===== src/rtl/push_arbiter_pkg.sv =====
// Shared types and constants for the push-button arbiter front end.
package push_arbiter_pkg;

    typedef enum logic [1:0] {
        ST_IDLE   = 2'd0,
        ST_ARMED  = 2'd1,
        ST_LOCKED = 2'd2
    } state_e;

    localparam int EDGE_RISE = 0;
    localparam int EDGE_FALL = 1;
    localparam int EDGE_BOTH = 2;

endpackage


===== src/rtl/push_arbiter_if.sv =====
// Bundle of push inputs, round control and arbiter results.
interface push_arbiter_if #(parameter int NCH = 2);
    logic [NCH-1:0] sypush;
    logic           arm;
    logic           clear;
    logic [NCH-1:0] edge_o;
    logic [NCH-1:0] early;
    logic [NCH-1:0] winner;
    logic           win_valid;
    logic           armed;

    modport master (
        output sypush, arm, clear,
        input  edge_o, early, winner, win_valid, armed
    );

    modport slave (
        input  sypush, arm, clear,
        output edge_o, early, winner, win_valid, armed
    );
endinterface


===== src/rtl/push_debounce.sv =====
// Single-channel debouncer: accepts a level change after DEBOUNCE
// consecutive differing samples and emits a registered, mode-qualified edge.
module push_debounce
    import push_arbiter_pkg::*;
#(
    parameter int DEBOUNCE = 4,
    parameter int MODE     = EDGE_RISE
) (
    input  logic clk,
    input  logic rst,
    input  logic sypush,
    output logic edge_o
);
    localparam int CW = $clog2(DEBOUNCE + 1);

    logic          lvl_q, lvl_d;
    logic [CW-1:0] cnt_q, cnt_d;
    logic          edge_q, edge_d;

    // Count differing samples; flip the stable level once the run is long enough.
    always_comb begin
        lvl_d  = lvl_q;
        cnt_d  = cnt_q;
        edge_d = 1'b0;
        if (sypush == lvl_q) begin
            cnt_d = '0;
        end else if (cnt_q == CW'(DEBOUNCE - 1)) begin
            lvl_d = sypush;
            cnt_d = '0;
            if (MODE == EDGE_RISE)      edge_d = sypush;
            else if (MODE == EDGE_FALL) edge_d = ~sypush;
            else                        edge_d = 1'b1;
        end else begin
            cnt_d = cnt_q + CW'(1);
        end
    end

    // Level resets high so a button held through reset must be released first.
    always_ff @(posedge clk or posedge rst) begin
        if (rst) begin
            lvl_q  <= 1'b1;
            cnt_q  <= '0;
            edge_q <= 1'b0;
        end else begin
            lvl_q  <= lvl_d;
            cnt_q  <= cnt_d;
            edge_q <= edge_d;
        end
    end

    assign edge_o = edge_q;
endmodule


===== src/rtl/push_arbiter.sv =====
// N-channel push front end: per-channel debounce plus first-press round arbiter.
module push_arbiter
    import push_arbiter_pkg::*;
#(
    parameter int NCH      = 2,
    parameter int DEBOUNCE = 4,
    parameter int MODE     = EDGE_RISE
) (
    input  logic            clk,
    input  logic            rst,
    push_arbiter_if.slave   bus
);
    logic [NCH-1:0] edge_w;
    state_e         state_q, state_d;
    logic [NCH-1:0] winner_q, winner_d;
    logic [NCH-1:0] early_q, early_d;
    logic           armed_w, win_valid_w;

    for (genvar g = 0; g < NCH; g++) begin : g_ch
        push_debounce #(.DEBOUNCE(DEBOUNCE), .MODE(MODE)) u_db (
            .clk    (clk),
            .rst    (rst),
            .sypush (bus.sypush[g]),
            .edge_o (edge_w[g])
        );
    end

    // State, winner and false-start registers.
    always_ff @(posedge clk or posedge rst) begin
        if (rst) begin
            state_q  <= ST_IDLE;
            winner_q <= '0;
            early_q  <= '0;
        end else begin
            state_q  <= state_d;
            winner_q <= winner_d;
            early_q  <= early_d;
        end
    end

    // Next state: clear dominates; the lowest-index edge wins an armed round.
    always_comb begin
        state_d  = state_q;
        winner_d = winner_q;
        early_d  = (state_q == ST_IDLE) ? edge_w : '0;
        if (bus.clear) begin
            state_d  = ST_IDLE;
            winner_d = '0;
        end else begin
            case (state_q)
                ST_IDLE:  if (bus.arm) state_d = ST_ARMED;
                ST_ARMED: if (|edge_w) begin
                    state_d  = ST_LOCKED;
                    winner_d = edge_w & (~edge_w + NCH'(1));
                end
                default: ;
            endcase
        end
    end

    // Status outputs decoded from the current state.
    always_comb begin
        armed_w     = (state_q == ST_ARMED);
        win_valid_w = (state_q == ST_LOCKED);
    end

    assign bus.edge_o    = edge_w;
    assign bus.early     = early_q;
    assign bus.winner    = winner_q;
    assign bus.win_valid = win_valid_w;
    assign bus.armed     = armed_w;
endmodule


===== src/flat_wrapper.sv =====
// flat-port wrapper written by rule: the top's interface ports become plain ports
module push_arbiter_flat import push_arbiter_pkg::*;
#(
    parameter int NCH      = 2,
    parameter int DEBOUNCE = 4,
    parameter int MODE     = EDGE_RISE
)
  (clk, rst, bus_sypush, bus_arm, bus_clear, bus_edge_o, bus_early, bus_winner, bus_win_valid, bus_armed);
  push_arbiter_if #(.NCH(NCH)) bus_i ();
  input  logic clk;
  input  logic rst;
  input wire logic [$bits(bus_i.sypush)-1:0] bus_sypush;
  input wire logic [$bits(bus_i.arm)-1:0] bus_arm;
  input wire logic [$bits(bus_i.clear)-1:0] bus_clear;
  output wire logic [$bits(bus_i.edge_o)-1:0] bus_edge_o;
  output wire logic [$bits(bus_i.early)-1:0] bus_early;
  output wire logic [$bits(bus_i.winner)-1:0] bus_winner;
  output wire logic [$bits(bus_i.win_valid)-1:0] bus_win_valid;
  output wire logic [$bits(bus_i.armed)-1:0] bus_armed;
  assign bus_i.sypush = bus_sypush;
  assign bus_i.arm = bus_arm;
  assign bus_i.clear = bus_clear;
  assign bus_edge_o = bus_i.edge_o;
  assign bus_early = bus_i.early;
  assign bus_winner = bus_i.winner;
  assign bus_win_valid = bus_i.win_valid;
  assign bus_armed = bus_i.armed;
  push_arbiter #(.NCH(NCH), .DEBOUNCE(DEBOUNCE), .MODE(MODE)) u_core (.clk(clk), .rst(rst), .bus(bus_i));
endmodule

===== config.mk =====
export PLATFORM = sky130hd
export DESIGN_NAME = push_arbiter_flat
export DESIGN_NICKNAME = d
export VERILOG_FILES = /design/src/rtl/push_arbiter_pkg.sv /design/src/rtl/push_arbiter_if.sv /design/src/rtl/push_debounce.sv /design/src/rtl/push_arbiter.sv /design/src/flat_wrapper.sv
export SDC_FILE = /design/constraint.sdc
export NUM_CORES = 1
export LEC_CHECK = 0
export CAP_MARGIN = 10
export CORE_MARGIN = 3
export CORE_UTILIZATION = 40
export DETAILED_ROUTE_END_ITERATION = 8
export GPL_TIMING_DRIVEN = 1
export MAX_ROUTING_LAYER = met4
export PLACE_DENSITY = 0.7
export RECOVER_POWER = 25
export SLEW_MARGIN = 10
export SYNTH_ARGS = -nofsm -noshare
export SYNTH_HDL_FRONTEND = slang
export SYNTH_SLANG_ARGS = --single-unit

===== constraint.sdc =====
create_clock -name clk -period 1.5 [get_ports clk]
set_input_delay 0.225 -clock clk [delete_from_list [all_inputs] [get_ports clk]]
set_output_delay 0.225 -clock clk [all_outputs]
set_load 0.02 [all_outputs]

==> flow_summary_export.csv <==
group,metric,value,unit
clocking,clk_pin_slew_worst_paths,90,ps
setup_path,worst-endpoint-arrival,1210,ps
finish,fillers,138,
sta,timing.final.max_slew_violations,0,
detailed_routing,drc,0,
detailed_routing,wl,1.14,mm
grt,antenna_found_initial,0,
detailed_routing,met2_wirelength,561,um
finish,final_cell_mix,"dfrtp_1, nor3b_1, clkdlybuf4s50_1",
synth,avgSynthCellArea,13.3,um^2
sta,setup_violations,0,
setup_path,max_stage_delay,600,ps
setup_path,cp_max_fo,1,
power_and_ir_drop,power,1160,uW
grt,grt_pass1_wl,1.80,mm
finish,final_cell_count_no_fill,86,
grt,grt_overflow,0,
power_and_ir_drop,peakVddDrop,0.726,mV
clocking,insertion_delay,280,ps
sta,hold_viol_final,0,
outcome,status,"complete, no violations",
floorplan,start_util,43.6,%
finish,drive_above_1_share,24.3,%
detailed_routing,drtAntennaViolNets,0,
sta,worst_slew_pin_slew,823,ps
place,dp.cells,82,
setup_path,path_buf_inv,1,
sta,period_share,95.8,%
sta,period_needed,1440,ps
detailed_routing,num_vias,452,
floorplan,rows,14,
finish,syn2layout_area_growth,29.8,%
clocking,cts_inserted_buffers,3,
setup_path,crit_type,"flip-flop to primary output",
floorplan,ios,14,
sta,skew,2.69,ps
finish,final_util,56.6,%
setup_path,critPathTopFamily,"buffers and inverters",
sta,slew_headroom,45.1,%
setup_path,slowest_stage,"clkdlybuf4s50_1",
setup_path,crit_chain,"clkdlybuf4s50_1",
detailed_routing,wl_met1,492,um
floorplan,die_y,47.2,um
finish,nNetsFinal,79,
finish,antenna_cells,0,
power_and_ir_drop,p_leak,0.000461,uW
finish,final_common_cell,"dfrtp_1",
setup_path,cp-end-kind,"primary output",
clocking,ctsHoldBuffers,0,
detailed_routing,avgViaCountPerCell,5.26,
clocking,cts-root-buf,"clkbuf_4",
synth,synth_area,679,um^2
place,place.gp.congestion,0.805,
grt,grt_use_total,12.3,%
clocking,htree_levels,1,
grt,grt_max_degree,17,
setup_path,cp-start-kind,"flip-flop",
floorplan,dieArea,0.00223,mm^2
floorplan,fp.coreArea,0.00156,mm^2
grt,grt_pass1_vias,439,
setup_path,crit_required,1270,ps
clocking,cts_tree,"done",
detailed_routing,first_pass_iters,2,
detailed_routing,wl_met3,72,um
synth,ys_seq_elements,16,
synth,yosysSeqAreaShare,59.3,%
clocking,cts.sinks,16,
run,drv_cap,0,
detailed_routing,top_layer,"met4",
sta,grt_setup_unrepaired,"false",
place,io_buffers,13,
synth,synth_cell_types,22,
clocking,cts_buffer_depth,2,
detailed_routing,drtIter0Drc,4,
sta,setup_tns,0,ps
detailed_routing,wire_per_inst,13.2,um
synth,syn_nets,59,
sta,fmax,696,MHz
floorplan,die_x,47.2,um
synth,syn_inst,51,
hold_path,hold_path_class,"flip-flop to flip-flop",
synth,yosys_warnings,0,
power_and_ir_drop,power_density,1320,mW/mm^2
[cell type report]
cell class,count,area (um^2),area share (%)
Tap cell,16,20.0,2.27
Timing Repair Buffer,17,160,18.2
Multi-Input combinational cell,29,246,27.9
Inverter,4,15.0,1.70
Sequential cell,16,404,45.8
Clock buffer,4,36.3,4.11
[Yosys cell counts]
master    instances  area, um^2
o21ai_0           1        5.00
a32o_1            1        10.0
nand3b_1          1        7.51
nor2b_4           1        13.8
a31o_2            1        8.76
dfrtp_1          14         350
nor3_1            2        10.0
and3b_1           2        17.5
mux2_2            2        22.5
nor2_1            1        3.75
a21oi_1           1        5.00
nor2b_2           2        17.5
dfstp_2           2        52.6
nor4b_1           1        8.76
nor2b_1           1        6.26
inv_1             4        15.0
nor3b_1           6        45.0
ha_1              2        25.0
xnor2_1           2        17.5
buf_4             2        15.0
a221oi_2          1        15.0
o21bai_1          1        7.51
[kinds of logic after synthesis]
kind of cell | Yosys count | synth area share (%)
xor+xnor | 2 | 2.58
flops | 16 | 59.3
buf+inv | 6 | 4.42
simple gates | 17 | 19.2
mux | 2 | 3.31
compound gates | 6 | 7.55
fa+ha+maj | 2 | 3.68
[what timing repair did]
| item | CTS | global route |
|---|---|---|
| gates resized for setup | 3 | 4 |
| endpoints found under the setup margin | 3 | 4 |
| buffers inserted | 0 | 0 |
| endpoints found under the hold margin | 0 | 0 |
[routing by layer]
| layer | up-vias | GRT usage (%) |
|---|---|---|
| met2 | 13 | 20.6 |
| met5 | - | - |
| li1 | 215 | - |
| met1 | 222 | 13.8 |
| met3 | 2 | 2.30 |
| met4 | 0 | 6.63 |
[sequential cells by signal, indices dropped and copies added (netlist names)]
name / flops
u_core.state_q: 2
u_core.g_ch.u_db.cnt_q: 6
u_core.g_ch.u_db.edge_o: 2
u_core.bus.winner: 2
u_core.bus.early: 2
u_core.g_ch.u_db.lvl_q: 2
[power breakdown]
part           leakage (uW)  internal (uW)  switching [uW]  total, uW
Clock             0.0000210            148             131        278
Sequential         0.000209            535            51.8        587
Combinational      0.000231            158             139        297
[per-stage QoR]
stage               hold WS [ps]  instance area, um^2  worst slack, ps
finish                       444                  882             63.5
global route                 475                  882             10.1
CTS                          245                  877             8.81
detailed placement           433                  845             89.4
global placement             432                  845              111
floorplan                    137                  679              431
[path summary, 6_finish.rpt]
| path | from | slack, ps | cells past startpoint | end |
|---|---|---|---|---|
| max | u_core.bus.early[0]$_DFF_PP0_ | 60 | 1 | bus_early[0] |
| min | u_core.g_ch[0].u_db.cnt_q[0]$_DFF_PP0_ | 440 | 1 | u_core.g_ch[0].u_db.cnt_q[0]$_DFF_PP0_ |
| max reg2reg | u_core.g_ch[1].u_db.cnt_q[0]$_DFF_PP0_ | 310 | 3 | u_core.g_ch[1].u_db.lvl_q$_DFFE_PP1P_ |
| min reg2reg | u_core.g_ch[0].u_db.cnt_q[0]$_DFF_PP0_ | 440 | 1 | u_core.g_ch[0].u_db.cnt_q[0]$_DFF_PP0_ |
| max in group asynchronous | rst | 340 | 3 | u_core.state_q[1]$_DFFE_PP0P_ |
| min in group asynchronous | rst | 600 | 3 | u_core.g_ch[0].u_db.cnt_q[0]$_DFF_PP0_ |
No activity file was read; power rests on OpenSTA's default activity.
